===== src/rtl/i2c_eeprom_seq_pkg.sv =====
// rtl/i2c_eeprom_seq_pkg.sv - shared types and constants for the EEPROM transaction sequencer
//
// Purpose: primitive opcodes and sequencer states, plus the host frame constants
// and command codes that the USB command handler shares with this block.
// Ports: none (package).

package i2c_pkg;

  // Byte-level I2C master primitives; encodings are fixed by the master.
  typedef enum logic [2:0] {
    OP_START     = 3'd0,
    OP_WRITE     = 3'd1,
    OP_READ_ACK  = 3'd2,
    OP_READ_NACK = 3'd3,
    OP_STOP      = 3'd4
  } i2c_op_e;

  typedef enum logic [3:0] {
    S_IDLE,
    S_START,
    S_DEV,
    S_MEM,
    S_WDATA,
    S_STOP,
    S_POLL_START,
    S_POLL_DEV,
    S_POLL_STOP,
    S_RSTART,
    S_DEV_R,
    S_RDATA,
    S_ERR_STOP,
    S_DONE
  } seq_state_e;

  // Host frame delimiters and command codes.
  localparam logic [7:0] FRAME_SYNC0  = 8'hAA;
  localparam logic [7:0] FRAME_SYNC1  = 8'h55;
  localparam logic [7:0] CMD_AUX      = 8'h04;
  localparam logic [7:0] CMD_EE_WRITE = 8'h05;
  localparam logic [7:0] CMD_EE_READ  = 8'h06;

endpackage


===== src/rtl/i2c_eeprom_seq_if.sv =====
// rtl/i2c_eeprom_seq_if.sv - primitive command/response bus between sequencer and I2C master
//
// Purpose: one primitive in flight at a time; command handshake, then a
// one-cycle response pulse.
// Signals:
//   m_cmd_op / m_cmd_wdata / m_cmd_valid / m_cmd_ready : primitive request
//   m_rsp_valid / m_rsp_nack / m_rsp_rdata              : primitive completion
// Modports: master = sequencer side, slave = I2C master side.

interface i2c_eeprom_seq_if;
  import i2c_pkg::*;

  i2c_op_e    m_cmd_op;
  logic [7:0] m_cmd_wdata;
  logic       m_cmd_valid;
  logic       m_cmd_ready;
  logic       m_rsp_valid;
  logic       m_rsp_nack;
  logic [7:0] m_rsp_rdata;

  modport master (
    output m_cmd_op, m_cmd_wdata, m_cmd_valid,
    input  m_cmd_ready, m_rsp_valid, m_rsp_nack, m_rsp_rdata
  );

  modport slave (
    input  m_cmd_op, m_cmd_wdata, m_cmd_valid,
    output m_cmd_ready, m_rsp_valid, m_rsp_nack, m_rsp_rdata
  );

endinterface


===== src/rtl/i2c_eeprom_seq.sv =====
// rtl/i2c_eeprom_seq.sv - EEPROM request to I2C primitive sequencer
//
// Purpose: turns one read/write request into START/byte/STOP primitives,
// splitting writes at page boundaries and ACK-polling after each page.
// Ports:
//   clk, rst_n                       : clock, async active-low reset
//   req_valid/req_ready, req_rw,
//   req_dev_addr, req_mem_addr,
//   req_len                          : request handshake and fields
//   wr_data/wr_valid/wr_ready        : write payload stream
//   rd_data/rd_valid                 : read data strobe
//   done, err                        : end-of-request pulse and status
//   m                                : primitive bus to the I2C master

module i2c_eeprom_seq
  import i2c_pkg::*;
#(
  parameter int PAGE_SIZE = 16,
  parameter int MAX_POLL  = 1023
) (
  input  logic        clk,
  input  logic        rst_n,
  input  logic        req_valid,
  output logic        req_ready,
  input  logic        req_rw,
  input  logic [6:0]  req_dev_addr,
  input  logic [7:0]  req_mem_addr,
  input  logic [15:0] req_len,
  input  logic [7:0]  wr_data,
  input  logic        wr_valid,
  output logic        wr_ready,
  output logic [7:0]  rd_data,
  output logic        rd_valid,
  output logic        done,
  output logic        err,
  i2c_eeprom_seq_if.master m
);

  localparam int PB = $clog2(PAGE_SIZE);
  localparam int PW = $clog2(MAX_POLL + 1);

  seq_state_e    state_q, state_d;
  logic          rw_q;
  logic [6:0]    dev_q;
  logic [7:0]    addr_q;
  logic [15:0]   remaining_q;
  logic [PW-1:0] poll_cnt_q;
  logic          err_q;
  logic          cmd_valid_q;
  logic          wait_rsp_q;
  i2c_op_e       op_q, op_d;
  logic [7:0]    wdata_q, wdata_d;
  logic          bus_state, idle_phase, issue, rsp_ok, accept, last_poll;

  // idle_phase: nothing handed to the master yet in the current state.
  assign idle_phase = !cmd_valid_q && !wait_rsp_q;
  // Responses while the command is still being offered are ignored.
  assign rsp_ok     = wait_rsp_q && m.m_rsp_valid;
  assign accept     = (state_q == S_IDLE) && req_valid;
  assign last_poll  = (poll_cnt_q == PW'(MAX_POLL - 1));

  assign req_ready     = (state_q == S_IDLE) && rst_n;
  assign done          = (state_q == S_DONE);
  assign err           = done && err_q;
  assign m.m_cmd_valid = cmd_valid_q;
  assign m.m_cmd_op    = op_q;
  assign m.m_cmd_wdata = wdata_q;

  always_comb begin
    state_d   = state_q;
    op_d      = OP_STOP;
    wdata_d   = 8'h00;
    bus_state = 1'b1;
    case (state_q)
      S_START, S_RSTART, S_POLL_START: op_d = OP_START;
      S_DEV, S_POLL_DEV: begin op_d = OP_WRITE; wdata_d = {dev_q, 1'b0}; end
      S_DEV_R:           begin op_d = OP_WRITE; wdata_d = {dev_q, 1'b1}; end
      S_MEM:             begin op_d = OP_WRITE; wdata_d = addr_q; end
      S_WDATA:           begin op_d = OP_WRITE; wdata_d = wr_data; end
      S_RDATA:  op_d = (remaining_q == 16'd1) ? OP_READ_NACK : OP_READ_ACK;
      S_STOP, S_POLL_STOP, S_ERR_STOP: op_d = OP_STOP;
      default:  bus_state = 1'b0;
    endcase

    // A payload byte is taken only in the cycle it becomes the WRITE primitive.
    wr_ready = (state_q == S_WDATA) && idle_phase && wr_valid;
    issue    = bus_state && idle_phase && ((state_q != S_WDATA) || wr_valid);

    case (state_q)
      S_IDLE:       if (req_valid) state_d = (req_len == 16'd0) ? S_DONE : S_START;
      S_START:      if (rsp_ok) state_d = S_DEV;
      S_DEV:        if (rsp_ok) state_d = m.m_rsp_nack ? S_ERR_STOP : S_MEM;
      S_MEM:        if (rsp_ok) state_d = m.m_rsp_nack ? S_ERR_STOP : (rw_q ? S_RSTART : S_WDATA);
      S_WDATA: begin
        // addr/remaining already advanced when the byte was issued.
        if (rsp_ok) begin
          if (m.m_rsp_nack) state_d = S_ERR_STOP;
          else if ((remaining_q == 16'd0) || (addr_q[PB-1:0] == '0)) state_d = S_STOP;
        end
      end
      S_STOP:       if (rsp_ok) state_d = rw_q ? S_DONE : S_POLL_START;
      S_POLL_START: if (rsp_ok) state_d = S_POLL_DEV;
      S_POLL_DEV:   if (rsp_ok) state_d = (m.m_rsp_nack && last_poll) ? S_ERR_STOP : S_POLL_STOP;
      S_POLL_STOP: begin
        // poll_cnt is cleared by an ACK, so zero here means the device answered.
        if (rsp_ok) begin
          if (poll_cnt_q != '0)           state_d = S_POLL_START;
          else if (remaining_q != 16'd0)  state_d = S_START;
          else                            state_d = S_DONE;
        end
      end
      S_RSTART:     if (rsp_ok) state_d = S_DEV_R;
      S_DEV_R:      if (rsp_ok) state_d = m.m_rsp_nack ? S_ERR_STOP : S_RDATA;
      S_RDATA:      if (rsp_ok && (remaining_q == 16'd0)) state_d = S_STOP;
      S_ERR_STOP:   if (rsp_ok) state_d = S_DONE;
      S_DONE:       state_d = S_IDLE;
      default:      state_d = S_IDLE;
    endcase
  end

  always_ff @(posedge clk or negedge rst_n) begin
    if (!rst_n) begin
      state_q     <= S_IDLE;
      rw_q        <= 1'b0;
      dev_q       <= '0;
      addr_q      <= '0;
      remaining_q <= '0;
      poll_cnt_q  <= '0;
      err_q       <= 1'b0;
      cmd_valid_q <= 1'b0;
      wait_rsp_q  <= 1'b0;
      op_q        <= OP_STOP;
      wdata_q     <= '0;
      rd_valid    <= 1'b0;
      rd_data     <= '0;
    end else begin
      state_q  <= state_d;
      rd_valid <= 1'b0;
      if (accept) begin
        rw_q        <= req_rw;
        dev_q       <= req_dev_addr;
        addr_q      <= req_mem_addr;
        remaining_q <= req_len;
        poll_cnt_q  <= '0;
        err_q       <= 1'b0;
      end
      if (issue) begin
        cmd_valid_q <= 1'b1;
        op_q        <= op_d;
        wdata_q     <= wdata_d;
        if ((state_q == S_WDATA) || (state_q == S_RDATA)) begin
          addr_q      <= addr_q + 8'd1;
          remaining_q <= remaining_q - 16'd1;
        end
      end
      if (cmd_valid_q && m.m_cmd_ready) begin
        cmd_valid_q <= 1'b0;
        wait_rsp_q  <= 1'b1;
      end
      if (rsp_ok) begin
        wait_rsp_q <= 1'b0;
        if (state_q == S_RDATA) begin
          rd_valid <= 1'b1;
          rd_data  <= m.m_rsp_rdata;
        end
        if (state_q == S_POLL_DEV)
          poll_cnt_q <= m.m_rsp_nack ? (poll_cnt_q + PW'(1)) : '0;
      end
      if (state_q == S_ERR_STOP) err_q <= 1'b1;
    end
  end

endmodule


===== src/flat_wrapper.sv =====
// flat-port wrapper written by rule: the top's interface ports become plain ports
module i2c_eeprom_seq_flat import i2c_pkg::*;
#(
  parameter int PAGE_SIZE = 16,
  parameter int MAX_POLL  = 1023
)
  (clk, rst_n, req_valid, req_ready, req_rw, req_dev_addr, req_mem_addr, req_len, wr_data, wr_valid, wr_ready, rd_data, rd_valid, done, err, m_m_cmd_op, m_m_cmd_wdata, m_m_cmd_valid, m_m_cmd_ready, m_m_rsp_valid, m_m_rsp_nack, m_m_rsp_rdata);
  i2c_eeprom_seq_if m_i ();
  input  logic clk;
  input  logic rst_n;
  input  logic req_valid;
  output logic req_ready;
  input  logic req_rw;
  input  logic [6:0] req_dev_addr;
  input  logic [7:0] req_mem_addr;
  input  logic [15:0] req_len;
  input  logic [7:0] wr_data;
  input  logic wr_valid;
  output logic wr_ready;
  output logic [7:0] rd_data;
  output logic rd_valid;
  output logic done;
  output logic err;
  output wire logic [$bits(m_i.m_cmd_op)-1:0] m_m_cmd_op;
  output wire logic [$bits(m_i.m_cmd_wdata)-1:0] m_m_cmd_wdata;
  output wire logic [$bits(m_i.m_cmd_valid)-1:0] m_m_cmd_valid;
  input wire logic [$bits(m_i.m_cmd_ready)-1:0] m_m_cmd_ready;
  input wire logic [$bits(m_i.m_rsp_valid)-1:0] m_m_rsp_valid;
  input wire logic [$bits(m_i.m_rsp_nack)-1:0] m_m_rsp_nack;
  input wire logic [$bits(m_i.m_rsp_rdata)-1:0] m_m_rsp_rdata;
  assign m_m_cmd_op = m_i.m_cmd_op;
  assign m_m_cmd_wdata = m_i.m_cmd_wdata;
  assign m_m_cmd_valid = m_i.m_cmd_valid;
  assign m_i.m_cmd_ready = m_m_cmd_ready;
  assign m_i.m_rsp_valid = m_m_rsp_valid;
  assign m_i.m_rsp_nack = m_m_rsp_nack;
  assign m_i.m_rsp_rdata = m_m_rsp_rdata;
  i2c_eeprom_seq #(.PAGE_SIZE(PAGE_SIZE), .MAX_POLL(MAX_POLL)) u_core (.clk(clk), .rst_n(rst_n), .req_valid(req_valid), .req_ready(req_ready), .req_rw(req_rw), .req_dev_addr(req_dev_addr), .req_mem_addr(req_mem_addr), .req_len(req_len), .wr_data(wr_data), .wr_valid(wr_valid), .wr_ready(wr_ready), .rd_data(rd_data), .rd_valid(rd_valid), .done(done), .err(err), .m(m_i));
endmodule

===== config.mk =====
export PLATFORM = sky130hd
export DESIGN_NAME = i2c_eeprom_seq_flat
export DESIGN_NICKNAME = d
export VERILOG_FILES = /design/src/rtl/i2c_eeprom_seq_pkg.sv /design/src/rtl/i2c_eeprom_seq_if.sv /design/src/rtl/i2c_eeprom_seq.sv /design/src/flat_wrapper.sv
export SDC_FILE = /design/constraint.sdc
export NUM_CORES = 1
export LEC_CHECK = 0
export BUFFER_PORTS_ARGS = -buffer_cell sky130_fd_sc_hd__buf_2
export CAP_MARGIN = 15
export CORE_MARGIN = 3
export CORE_UTILIZATION = 40
export DETAILED_ROUTE_END_ITERATION = 6
export GPL_TIMING_DRIVEN = 0
export RECOVER_POWER = 25
export SYNTH_ARGS = -nofsm -noshare
export SYNTH_HDL_FRONTEND = slang
export SYNTH_SLANG_ARGS = --single-unit

===== constraint.sdc =====
create_clock -name clk -period 2.5 [get_ports clk]
set_input_delay 0.5 -clock clk [delete_from_list [all_inputs] [get_ports clk]]
set_output_delay 0.5 -clock clk [all_outputs]
set_load 0.1 [all_outputs]

==> impl_metrics.ini, run 1 <==
[run_status]
outcome = completed

[logic_synthesis]
synth_top_area_cell = dfrtp_1
ys_seq_elements = 69
synth_compound_area_frac = 0.245
synthFlopType = dfrtp_1
synth_fp_nets = 526
postSynthAreaPerCell_sq_um = 8.97
yosysMostFrequentCell = dfrtp_1
synth_area_leaders = dfrtp_1 (41%), nand2_1 (5.6%), o21ai_0 (4.1%)
synth-xor-area-share = 0.00211
synth_top_family_by_area = compound AO/OA/AOI/OAI gates
synthSimpleGateAreaFrac = 0.228
synth_common_cells = dfrtp_1 (68), nand2_1 (62), nor2_1 (34), o21ai_0 (34), a21oi_1 (27)
synth_top_area_share = 0.409
synthAdderAreaFrac = 0.0238
synth-edff-count = 0
synth_area_sq_um = 4160
syn_inst = 464
ys_async_sr_fraction = 1.00
seq_area_frac_synth = 0.415
synth.distinct_cells = 76
yosys_warnings = 0
synth.mux.area_fraction = 0.0319

[worst_setup_path]
ff2ff_setup_slack_ps = 290
arrival_ps = 1860
slowest_stage = dfrtp_1
critPathCaptureType = primary output
crit_type = flop to primary output
r2r_start = u_core.state_q[0]
cp_top_family = simple AND/OR/NAND/NOR gates
cp-start-kind = flop
path_max_fanout = 10
required_ps = 2000
worst-path-stages = 6
crit_chain = buf_6, buf_8, nand2b_1, nor3_4, and2_4, buf_6
slowest_delay_ps = 390
r2r_cells = 6
r2r-end = u_core.m.m_cmd_wdata[5]
path_buf_inv = 3
worst_path_most_repeated_cell = buf_6

[grt]
antenna_found_initial = 0
grt_use_total = 0.207
grt.busiest_layer = met2
grt_pass1_wl_mm = 19.0
grt.met2_usage = 0.307
overflow = 0
use_met3 = 0.0531
grt_pass1_vias = 3742
grt_max_degree = 43
use_met1 = 0.297

[clock_tree]
cts.sinks = 69
cts_buffer_depth = 2
cts_buffers = 9
clockRootBuffer = clkbuf_8
post_cts_buffers = 0
h-tree-depth = 3
clk_pin_slew_ps = 80
clk_latency_ps = 350
cts_tree = built

[detailed_routing]
drtPass1Iterations = 5
drc_errors = 0
viasPerCell = 5.61
routed_wl_mm = 11.6
vias = 3884
ant_nets = 0
wl_per_cell_um = 16.8
drtIter0Drc = 204

[floorplanning]
die-area_sq_um = 11700
start_util = 0.418
num_rows = 36
core_area_sq_um = 9950
io_pins = 80
die_w_um = 108
die_h_um = 108

[finish]
nNetsFinal = 616
area_delta_synth_final_pct = 20.2
drive_gt1_frac = 0.272
final_cell_area_sq_um = 5000
utilization = 0.502
insertedDiodeCount = 0

[sta]
post-route-period-util = 0.943
setup_slack_ps = 143
period_needed_ps = 2360
fin_tns_setup_ps = 0
slew_viol_final = 0
slew_headroom = 0.463
setup-violations-final = 0
worst_pin_slew_ps = 800
skew_ps = 10.5
fin_hold_ws_ps = 63.7
max_freq_mhz = 424
hold_viol = 0
rsz0062_at_grt = false

[power_and_ir_drop]
p_leak_nw = 2.21
vdd_drop_max_mv = 1.03
power_density_nw_per_um2 = 1300

[placement]
dp_hpwl_mm = 8.63
post_dp_cell_area_sq_um = 4770
portBuffers = 78
dp_slack_ps = 176
gp_congestion = 0.933

[flow_run]
drv_cap = 0

[hold_path]
hp-class = input port to async pin
## state kept, by name, indices dropped and copies added (netlist names)
name and count:
u_core.rd_valid 1, u_core.state_q 4, u_core.m.m_cmd_valid 1, u_core.m.m_cmd_wdata 8, u_core.poll_cnt_q 10, u_core.rw_q 1, u_core.dev_q 7, u_core.wait_rsp_q 1
u_core.m.m_cmd_op 3, u_core.err_q 1, u_core.addr_q 8, u_core.remaining_q 16, u_core.rd_data 8
## metrics by stage
stage | cells | total power (W)
after floorplan | 464 | 0.00471
after global placement | 675 | 0.00545
after detailed placement | 676 | 0.00549
after CTS | 692 | 0.00650
after global routing | 692 | 0.00693
final | 692 | 0.00650
## how the worst max path moves through the flow
stage / startpoint / endpoint / slack, ps
6_report: u_core.state_q[1] / err / 140
5_1_grt: u_core.state_q[3] / err / 10
4_1_cts: u_core.state_q[0] / wr_ready / 50
3_5_place_dp: rst_n / req_ready / 180
3_3_place_gp: rst_n / req_ready / -530
2_1_floorplan: u_core.state_q[1] / err / -120
## kinds of logic after synthesis
group	after synthesis
compound gates	144
fa+ha+maj	8
buf+inv	45
xor+xnor	1
mux	12
flops	69
simple gates	185
## area by class of cell
class | count | area (sq um)
multi-input combinational | 350 | 2240
clock inverter | 5 | 57.6
sequential | 69 | 1730
inverter | 21 | 78.8
clock buffer | 11 | 151
tap | 133 | 166
timing repair buffer | 79 | 428
buffer | 24 | 146
fill | 963 | 4960
## timing repair
item,4_1_cts,5_1_grt
setup endpoints to repair,3,3
hold endpoints to repair,0,0
pin swaps,0,0
hold buffers,0,0
resized for setup,4,4
## cell usage in the layout (no fill, tap or decap), types with 5 or more instances in the layout
cell type   n
buf_6       5
clkbuf_8   11
a22oi_1     9
nand2_1    62
a22o_1      9
clkbuf_1    7
nand4_1     7
o221a_2     6
dfrtp_1    67
a21oi_1    27
mux2_2      8
o211ai_1    5
buf_2      83
o21ai_1     6
ha_1        7
nor3_1     11
o22ai_1     7
inv_1      20
nand3_1    21
o21a_1      9
o21ai_0    34
nor2_1     33
nor4_1      7
## power by group
part           leakage (nW)  internal [W]  total [W]  switching (W)
sequential            0.856       0.00155    0.00194       0.000392
clock                 0.110      0.000518   0.000985       0.000467
combinational          1.25       0.00107    0.00357        0.00250
## per-layer routing
layer,wire [um],share of wire
met5,0,0
met4,248,0.021
met3,777,0.067
met2,5070,0.44
met1,5550,0.48
## worst register-to-register path: stages (launching register included)
cell,delay (ps)
dfrtp_1,490
buf_6,200
nor3_1,550
nand2_1,100
o211ai_1,250
clkbuf_1,340
o21ai_0,150
Note: power is estimated with default switching activity, not from simulation.
==> run 2: changes to the inputs <==
--- a/config.mk
+++ b/config.mk
@@ -5,7 +5,7 @@
 export SDC_FILE = /design/constraint.sdc
 export NUM_CORES = 1
 export LEC_CHECK = 0
-export BUFFER_PORTS_ARGS = -buffer_cell sky130_fd_sc_hd__buf_2
+export BUFFER_PORTS_ARGS = -buffer_cell sky130_fd_sc_hd__buf_4
 export CAP_MARGIN = 15
 export CORE_MARGIN = 3
 export CORE_UTILIZATION = 40
==> run 2 against run 1 <==
Compared with the run above:
- sequential cell count stayed put
- utilization is 1.9 points higher
- via count is 0.10% higher
- sequential share of layout area is 1.3 points lower
- final area is 3.8% higher
- total power is 4.0% higher
- critical path type unchanged
- highest routed layer unchanged
==> impl_metrics.ini, run 2 (synthesized netlist as in run 1, its figures left out) <==
[run_status]
outcome = completed

[clock_tree]
clk_latency_ps = 350
hold_buffers = 0
clockRootBuffer = clkbuf_8
cts_buffer_depth = 2
cts_tree = built
cts.sinks = 69
cts_buffers = 9
clk_pin_slew_ps = 80
h-tree-depth = 3
post_cts_buffers = 0

[worst_setup_path]
path_buf_inv = 2
critPathCaptureType = primary output
required_ps = 2000
path_max_fanout = 10
crit_type = flop to primary output
arrival_ps = 1920
crit_chain = buf_6, nor2_2, nand2_1, nor3_4, buf_4
slowest_stage = dfrtp_1
slowest_delay_ps = 480
cp_top_family = simple AND/OR/NAND/NOR gates
cp-start-kind = flop

[grt]
grt_use_total = 0.209
grt_pass1_wl_mm = 19.3
antenna_found_initial = 0
overflow = 0
grt_pass1_vias = 3840
grt_max_degree = 71

[detailed_routing]
vias = 3888
viasPerCell = 5.63
drtIter0Drc = 225
ant_nets = 0
routed_wl_mm = 11.8
drtPass1Iterations = 5
wl_per_cell_um = 17.1
drc_errors = 0

[finish]
area_delta_synth_final_pct = 24.8
fillers = 940
seq_area_sq_um = 1730
final_cell_area_sq_um = 5190
regMostFlops = u_core.remaining_q
multi_input_area_sq_um = 2240
largest_reg_flops = 16
top_regs = u_core.remaining_q: 16 flops, u_core.poll_cnt_q: 10 flops
layout_common_cells = buf_4 (80), dfrtp_1 (67), nand2_1 (62), o21ai_0 (34), nor2_1 (33)
insertedDiodeCount = 0
nNetsFinal = 615
drive_gt1_frac = 0.271
mostFrequentLayoutCell = buf_4
utilization = 0.521
post_layout_nonfiller_instances = 691

[power_and_ir_drop]
p_leak_nw = 2.26
vdd_drop_max_mv = 1.21
p_total_w = 0.00676
power_density_nw_per_um2 = 1300

[floorplanning]
die-area_sq_um = 11700
die_h_um = 108
core_area_sq_um = 9950
num_rows = 36
die_w_um = 108
start_util = 0.418
io_pins = 80

[flow_run]
drv_cap = 0

[sta]
slew_viol_final = 0
period_needed_ps = 2420
setup-violations-final = 0
post-route-period-util = 0.970
rsz0062_at_grt = false
slew_headroom = 0.395
skew_ps = 9.70
hold_viol = 0
worst_pin_slew_ps = 908
max_freq_mhz = 412

[placement]
portBuffers = 78
gp_congestion = 0.923
dp_hpwl_mm = 8.70
dp_cells = 675
post_dp_cell_area_sq_um = 4940

[hold_path]
hp-class = input port to async pin
==> run 2: path summary, 6_finish.rpt <==
kind / startpoint / end / slack (ps) / depth (start not counted)
worst max-delay path: u_core.state_q[0] / wr_ready / 80 / 5
worst min-delay path: rst_n / u_core.err_q / 280 / 1
worst max register to register: u_core.state_q[0] / u_core.m.m_cmd_wdata[6] / 360 / 6
worst min register to register: u_core.m.m_cmd_wdata[3] / u_core.m.m_cmd_wdata[3] / 480 / 2
max in group asynchronous: rst_n / u_core.m.m_cmd_valid / 1580 / 1
min in group clk: m_m_cmd_ready / u_core.m.m_cmd_valid / 330 / 2
==> run 2: layer usage <==
layer,vias to the layer above,track usage,wire [um]
li1,1888,-,-
met4,0,0.0523,90
met3,6,0.0501,877
met1,1858,0.295,5520
met5,-,0,0
met2,136,0.325,5310
==> run 2: worst register-to-register path: cells and delay by family, from the launching register on <==
| family | cells | cell delay (ps) |
|---|---|---|
| buffers and inverters | 2 | 530 |
| AO/OA/AOI/OAI | 2 | 390 |
| flip-flops | 1 | 480 |
| AND/OR/NAND/NOR | 2 | 610 |
==> run 2: power breakdown <==
| part | internal (W) | switching [W] | leakage, nW | total, W |
|---|---|---|---|---|
| clock | 0.000668 | 0.000481 | 0.120 | 0.00115 |
| combinational | 0.00117 | 0.00249 | 1.29 | 0.00366 |
| sequential | 0.00155 | 0.000400 | 0.856 | 0.00195 |
| total | 0.00339 | 0.00337 | 2.26 | 0.00676 |
==> run 2: final cells by class <==
class                      instances  area share
inverter                          21      0.0152
clock buffer                       9      0.0239
tap                              133      0.0321
clock inverter                     7      0.0231
multi-input combinational        350       0.431
sequential                        69       0.333
buffer                            24      0.0282
timing repair buffer              78       0.114
==> run 2: per-stage QoR <==
step	hold WS, ps	setup TNS, ps	setup WS [ps]
after floorplan	204	-119	-119
after global placement	458	0	162
after detailed placement	463	0	169
after CTS	309	0	67.9
after global routing	320	0	2.25
final	277	0	75.2
==> run 2: what timing repair did <==
item	CTS	global route
pin swaps	0	0
setup endpoints to repair	2	1
hold endpoints to repair	0	0
gates resized for setup	2	1
==> run 3: changes to the inputs <==
--- a/config.mk
+++ b/config.mk
@@ -7,10 +7,13 @@
 export LEC_CHECK = 0
 export BUFFER_PORTS_ARGS = -buffer_cell sky130_fd_sc_hd__buf_4
 export CAP_MARGIN = 15
+export CELL_PAD_IN_SITES_DETAIL_PLACEMENT = 0
+export CELL_PAD_IN_SITES_GLOBAL_PLACEMENT = 1
 export CORE_MARGIN = 3
 export CORE_UTILIZATION = 40
 export DETAILED_ROUTE_END_ITERATION = 6
 export GPL_TIMING_DRIVEN = 0
+export PLACE_DENSITY_LB_ADDON = 0.1
 export RECOVER_POWER = 25
 export SYNTH_ARGS = -nofsm -noshare
 export SYNTH_HDL_FRONTEND = slang
==> run 3 against run 2 <==
Compared with the run above:
- final cell count unchanged
- critical path depth unchanged
- clock-buffer cell count increased by 1
- utilization decreased by 0.64 points
- sequential share of layout area increased by 0.41 points
- register-to-register slack got worse by 120 ps
- clock skew decreased by 4.2 ps
- first-iteration DRC count decreased by 16%
- sequential cell count unchanged
- clock power decreased by 28%
- critical endpoint unchanged
- largest cell class unchanged
==> impl_metrics.ini, run 3 (synthesized netlist as in run 1, its figures left out) <==
[finish]
seq_area_sq_um = 1730
layout_common_cells = buf_4 (79), dfrtp_1 (67), nand2_1 (62), o21ai_0 (34), nor2_1 (33)
post_layout_nonfiller_instances = 691
top_regs = u_core.remaining_q: 16 flops, u_core.poll_cnt_q: 10 flops
nNetsFinal = 615
largest_reg_flops = 16
drive_gt1_frac = 0.271
multi_input_area_sq_um = 2240
area_delta_synth_final_pct = 23.2
regMostFlops = u_core.remaining_q
insertedDiodeCount = 0
mostFrequentLayoutCell = buf_4
fillers = 929

[worst_setup_path]
cp_top_family = simple AND/OR/NAND/NOR gates
arrival_ps = 1920
crit_chain = buf_6, nor2_2, nand2_1, nor3_4, buf_8
slowest_delay_ps = 480
path_buf_inv = 2
critPathCaptureType = primary output
required_ps = 2000
path_max_fanout = 10
cp-start-kind = flop
slowest_stage = dfrtp_1
crit_type = flop to primary output

[clock_tree]
cts_tree = built
h-tree-depth = 3
clk_latency_ps = 360
cts_buffers = 9
clockRootBuffer = clkbuf_8
cts_buffer_depth = 2
clk_pin_slew_ps = 80
cts.sinks = 69

[floorplanning]
io_pins = 80
die-area_sq_um = 11700
die_w_um = 108
start_util = 0.418
core_area_sq_um = 9950
die_h_um = 108
num_rows = 36

[grt]
grt_use_total = 0.220
overflow = 0
antenna_found_initial = 0
grt_pass1_wl_mm = 19.9
grt_pass1_vias = 3791
grt_max_degree = 71

[detailed_routing]
viasPerCell = 5.63
drtIter0Drc = 189
drc_errors = 0
vias = 3890
routed_wl_mm = 12.3
wl_per_cell_um = 17.8
ant_nets = 0
drtPass1Iterations = 5

[sta]
slew_viol_final = 0
slew_headroom = 0.392
max_freq_mhz = 413
setup-violations-final = 0
worst_pin_slew_ps = 912
hold_viol = 0
rsz0062_at_grt = true
period_needed_ps = 2420
skew_ps = 5.50
fin_tns_setup_ps = 0
post-route-period-util = 0.968

[power_and_ir_drop]
vdd_drop_max_mv = 0.727
p_total_w = 0.00647
power_density_nw_per_um2 = 1260
p_leak_nw = 2.22

[placement]
portBuffers = 78
dp_cells = 675
gp_congestion = 0.846
dp_hpwl_mm = 8.99

[flow_run]
drv_cap = 0

[hold_path]
hp-class = input port to async pin

[run_status]
outcome = completed
[run 3: changes by cell type in the layout (fill, tap and decap cells not counted)]
cell,delta
buf_8,+1
nor3_2,+1
clkbuf_1,+1
clkinvlp_4,+3
inv_6,-2
nor3_1,-1
bufinv_16,-3
clkinv_2,+1
buf_4,-1
[run 3: metal layers]
layer,routed length (um),vias to the layer above,track usage
li1,-,1889,-
met1,5990,1882,0.322
met4,111,0,0.0550
met3,619,10,0.0442
met2,5600,109,0.335
met5,0,-,0
[run 3: worst paths after layout]
check	from	end	cells after the start	slack, ps
max	u_core.state_q[0]	wr_ready	5	80
min	rst_n	u_core.rw_q	1	270
max reg2reg	u_core.state_q[1]	u_core.remaining_q[4]	7	240
min reg2reg	u_core.dev_q[1]	u_core.dev_q[1]	2	490
max in group asynchronous	rst_n	u_core.m.m_cmd_valid	1	1590
min in group clk	req_dev_addr[6]	u_core.dev_q[6]	3	320
[run 3: cell type report]
type,count,share of cell area
Buffer,24,0.0286
Clock buffer,10,0.0249
Clock inverter,6,0.00781
Inverter,21,0.0154
Multi-Input combinational cell,350,0.437
Sequential cell,69,0.337
Tap cell,133,0.0325
Timing Repair Buffer,78,0.116
[run 3: stage by stage]
stage	hold WS [ps]	setup WS [ps]	utilization	cell area, sq um
global placement	457	193	0.496	4940
floorplan	204	-119	-	4190
CTS	304	16.0	0.513	5110
detailed placement	463	184	0.496	4940
finish	275	80.0	0.515	5130
global route	323	-5.86	0.515	5130
[run 3: what timing repair did]
item                                    4_1_cts  5_1_grt
setup buffers                                 0        0
endpoints found under the setup margin        2        5
gates resized for setup                       2        4
hold buffers                                  0        0
[run 3: report_power, final]
group,switching [W],internal (W)
logic,0.00253,0.00117
clock network,0.000468,0.000356
registers,0.000396,0.00155
